File: src/rtl/fnd_controller.sv
// fnd_controller: scans a 4-digit common-anode 7-seg FND from a 0..9999 count,
// with frame-level snapshotting, 9999 saturation, leading-zero blanking and DP control.
module fnd_controller #(
    parameter int CLK_FREQ = 100_000_000,
    parameter int SCAN_HZ  = 1000
) (
    input  logic        clk,
    input  logic        reset,
    input  logic [13:0] count,
    input  logic        blank_lz,
    input  logic [3:0]  dp_mask,
    output logic [7:0]  fnd_data,
    output logic [3:0]  fnd_com
);
    localparam int SCAN_DIV = CLK_FREQ / SCAN_HZ;
    localparam int PW = (SCAN_DIV > 2) ? $clog2(SCAN_DIV) : 1;

    logic [PW-1:0] presc;
    logic [1:0]    sel;
    logic [13:0]   snap;
    logic [13:0]   val;
    logic [15:0]   bcd;
    logic [3:0]    dig;
    logic [3:0]    blank;
    logic [6:0]    seg;
    logic          lz3;
    logic          tick;

    function automatic logic [15:0] to_bcd(input logic [13:0] b);
        logic [15:0] r;
        r = '0;
        for (int i = 13; i >= 0; i--) begin
            for (int k = 0; k < 4; k++)
                if (r[4*k +: 4] >= 4'd5) r[4*k +: 4] = r[4*k +: 4] + 4'd3;
            r = {r[14:0], b[i]};
        end
        return r;
    endfunction

    function automatic logic [6:0] enc(input logic [3:0] d);
        case (d)
            4'd0: enc = 7'h40;
            4'd1: enc = 7'h79;
            4'd2: enc = 7'h24;
            4'd3: enc = 7'h30;
            4'd4: enc = 7'h19;
            4'd5: enc = 7'h12;
            4'd6: enc = 7'h02;
            4'd7: enc = 7'h78;
            4'd8: enc = 7'h00;
            4'd9: enc = 7'h10;
            default: enc = 7'h7F;
        endcase
    endfunction

    assign tick  = presc == PW'(SCAN_DIV - 1);
    assign val   = (snap > 14'd9999) ? 14'd9999 : snap;
    assign bcd   = to_bcd(val);
    assign dig   = bcd[{sel, 2'b00} +: 4];
    assign seg   = enc(dig);
    // a digit blanks only when every more-significant digit is blank too
    assign lz3   = blank_lz & ~|bcd[15:12];
    assign blank = {lz3, lz3 & ~|bcd[11:8], lz3 & ~|bcd[11:8] & ~|bcd[7:4], 1'b0};

    always_ff @(posedge clk) begin
        if (reset) begin
            presc    <= '0;
            sel      <= '0;
            snap     <= '0;
            fnd_com  <= 4'b1111;
            fnd_data <= 8'hFF;
        end else begin
            presc    <= tick ? '0 : presc + PW'(1);
            sel      <= sel + 2'(tick);
            if (tick && sel == 2'd3) snap <= count;
            fnd_com  <= ~(4'b0001 << sel);
            fnd_data <= {~dp_mask[sel], blank[sel] ? 7'h7F : seg};
        end
    end
endmodule
File: config.mk
export PLATFORM = sky130hd
export DESIGN_NAME = fnd_controller
export DESIGN_NICKNAME = d
export VERILOG_FILES = /design/src/rtl/fnd_controller.sv
export SDC_FILE = /design/constraint.sdc
export NUM_CORES = 1
export LEC_CHECK = 0
export CAP_MARGIN = 0
export CORE_MARGIN = 2
export CORE_UTILIZATION = 45
export CTS_BUF_LIST = sky130_fd_sc_hd__clkbuf_2
export DETAILED_ROUTE_END_ITERATION = 8
export GPL_TIMING_DRIVEN = 1
export MAX_ROUTING_LAYER = met4
export PLACE_DENSITY = 0.64
export SLEW_MARGIN = 10
export SYNTH_ARGS = -nofsm -noshare
export SYNTH_HDL_FRONTEND = slang
export SYNTH_SLANG_ARGS = --single-unit
File: constraint.sdc
create_clock -name clk -period 16.45 [get_ports clk]
set_input_delay 3.29 -clock clk [delete_from_list [all_inputs] [get_ports clk]]
set_output_delay 3.29 -clock clk [all_outputs]
set_load 0.005 [all_outputs]
==> summary.md <==
| Metric | Value |
|---|---|
| Status | finished, final reports clean |
| Vias/cell | ~6.5 |
| Warnings, synthesis | 0 |
| Setup-failing EPs final | 0 |
| EDFF count, synth | 0 |
| Slowest stage delay, CP | around 0.89 ns |
| Sequential-to-total area share from yosys stat | 14.7% |
| Initial DRT Pass Iterations | 6 |
| Post-layout minimum cycle time | 13.18 ns |
| CP max-delay cell | o31ai_2 |
| Slew margin rel. | 30.7% |
| Asr flop ratio synth | 0% |
| Starting Density | 46.2% |
| Syn nets | between 800 and 900 |
| Pleak | between 0.002 and 0.003 uW |
| Worst vdd ir | between 0.04 and 0.05 mV |
| Primary FF master, synth | dfxtp_1 |
| Clk_skew | approximately 0.010 ns |
| CP Class | reg -> reg |
| Net count, final | around 900 |
| Clk Latency, worst-skew pair | 0.44 ns |
| Data required, critical path | around 17 ns |
| Die Area | about 0.015 mm^2 |
| Crit Reg-Reg Endpoint | fnd_data[1] |
| Vias in the first global route | around 6000 |
| CTS buffer count | 5 |
| Die Height | approximately 120 um |
| Hold path depth | 1 |
| IO Count | 33 |
| Average cell area after synthesis | ~7.4 um^2 |
| Tcrit/Tclk final | between 80% and 90% |
| Setup TNS Final | 0 ns |
| HPWL reported at the end of detailed placement | 12700 um |
| Pin count of the biggest net entering global routing | 23 |
| Vias post-DR | approximately 6600 |
| Total Routed Length | approximately 17000 um |
| Class of the worst hold path | reg -> reg |
| Min-Delay Startpoint | presc[0] |
| Hold Buf Count CTS | 0 |
| Worst Hold Path EP | presc[0] |
| Mapped Area | roughly 0.006 mm^2 |
| Antenna Cells | 0 |
| Yosys top cell area share | 14.7% |
| # port buffers | 32 |
| H-tree levels | 2 |
| Drt drc | 0 |
| Die X | about 120 um |
| RD Place Congestion | between 0.9 and 1 |
| # rows | 42 |
| Cell Pwr Density | between 20 and 30 mW/mm^2 |
| Gr usage total | between 20% and 30% |
| CP most frequent cell | ha_1 |
| Cells after DPL | around 1000 |
| Share of cells above drive strength 1 | just over 8% |
| Final Util | approximately half |
| FF-to-FF Start | snap[13] |
| Grt ovf | 0 |
| Commonest non-fill, non-tap cell in the layout | nor2_1 |
| Placed cell areas | about 0.0065 mm^2 |
| Fmax | between 0.07 and 0.08 GHz |
| Clk sink count | 45 |
| Distinct cells, synth | 96 |
| Total power | just under 200 uW |
| Clk buf depth | 2 |
| Number of antenna violations at the first check in global routing | 0 |
| PostCTS Resize Cnt | 0 |
| DR WL/cell | about 16 um |
| CP max FO | 17 |
| Synth area leader | dfxtp_1 |
| Postcts setup bufs | 0 |
| Design area | 0.00656 mm^2 |
| Final hold vios | 0 |
| Clk slew on worst S/H paths | around 0.27 ns |
| CTS tree | built |
| Worst-Margin Slew | 1.03 ns |
| First-pass GRT wire length | between 20000 and 30000 um |
| Critical Path AT | around 14 ns |
| Reg2Reg Depth | 50 |
| Initial DRC Count | 600 |
| Crit end category | flop |
| #FFs+latches synth | 45 |
| RSZ-0062 raised after global routing | no |
| Final antenna-violating net count | 0 |
| Area Overhead vs Synth | 7.21% |
| Gate count after technology mapping | between 800 and 900 |
| Root Buffer | clkbuf_2 |
| Final cell count without fillers | approximately 1000 |
| Commonest non-fill, non-tap cells in the layout | nor2_1 (92), nand2_1 (57), a21oi_1 (45), dfxtp_1 (45), nor3_1 (39) |
| Core area | between 0.01 and 0.015 mm^2 |
| Startpoint Class | flop |
| Fin. max-slew vios | 0 |
| Top post-synthesis cells by area | dfxtp_1 (15%), ha_1 (6.9%), nor2_1 (5.6%) |
| Max_cap viols | 0 |
| Reg2Reg Setup Slack | 3.27 ns |
cells in the mapped netlist, types with 9 or more instances:
master,number
a211oi_1,11
a21oi_1,45
a31oi_1,15
and3_1,20
clkbuf_1,22
dfxtp_1,45
ha_1,34
inv_1,36
mux2_2,12
mux2i_1,34
nand2_1,57
nand2b_1,14
nand3_1,30
nand4_1,19
nor2_1,92
nor2b_1,9
nor3_1,39
o211a_1,11
o211ai_1,17
o21ai_0,28
o21ai_1,9
o22ai_1,9
or2_2,9
or3_1,9
xnor2_1,11
xor2_1,9
critical path, delay by kind of cell, from the launching register on:
family | cells | cell delay, ns
AO/OA/AOI/OAI | 17 | 4.89
XOR/XNOR | 2 | 0.48
adder cells (fa/ha/maj) | 9 | 2.52
buffers and inverters | 6 | 1.00
flip-flops | 1 | 0.76
multiplexers | 2 | 0.83
AND/OR/NAND/NOR | 14 | 2.62
registers in the layout, summed over array words and instances, names as in the netlist:
signal and count:
snap 14, fnd_com 4, sel 2, fnd_data 8, presc 17
cell families (layout without fill, tap and decap cells):
group                    count (synthesis)  in the layout  share of synthesized area [%]
AND/OR/NAND/NOR                        334            334                           27.3
AO/OA/AOI/OAI                          259            259                           32.5
buffers and inverters                   80             83                           5.54
multiplexers                            49             49                           8.60
flip-flops                              45             45                           14.7
adder cells (fa/ha/maj)                 34             34                           6.95
XOR/XNOR                                24             24                           4.31
stage by stage:
stage / hold slack (ns) / worst slack [ns]
floorplan: 0.437 / 5.85
global placement: 0.463 / 4.02
detailed placement: 0.477 / 3.57
CTS: 0.531 / 3.50
global route: 0.576 / 2.24
finish: 0.521 / 3.27
cell type report:
class,instances,area [um^2]
Clock buffer,5,25.0
Fill cell,1338,6680
Tap cell,176,220
Clock inverter,3,50.0
Sequential cell,45,901
Inverter,42,158
Timing Repair Buffer,33,328
Multi-Input combinational cell,700,4880
report_power, final:
| part | switching, uW | internal [uW] | leakage [uW] |
|---|---|---|---|
| Combinational | 3.83 | 7.10 | 0.00219 |
| Sequential | 1.04 | 111 | 0.000366 |
| Clock | 41.8 | 27.1 | 0.0000451 |
worst max-delay path by stage:
stage	endpoint	slack (ns)	startpoint
after floorplan	fnd_data[0]	5.85	snap[13]
after global placement	fnd_data[1]	4.02	snap[13]
after detailed placement	fnd_data[1]	3.57	snap[13]
after CTS	fnd_data[1]	3.50	snap[13]
after global routing	fnd_data[1]	2.24	snap[13]
final	fnd_data[1]	3.27	snap[13]
metal layers:
metal	share of wire, %	GRT usage, %
met1	44	27.4
met2	48	39.8
met3	4.9	3.07
met4	2.5	6.18
met5	0	-
No activity file was read; power rests on OpenSTA's default activity.
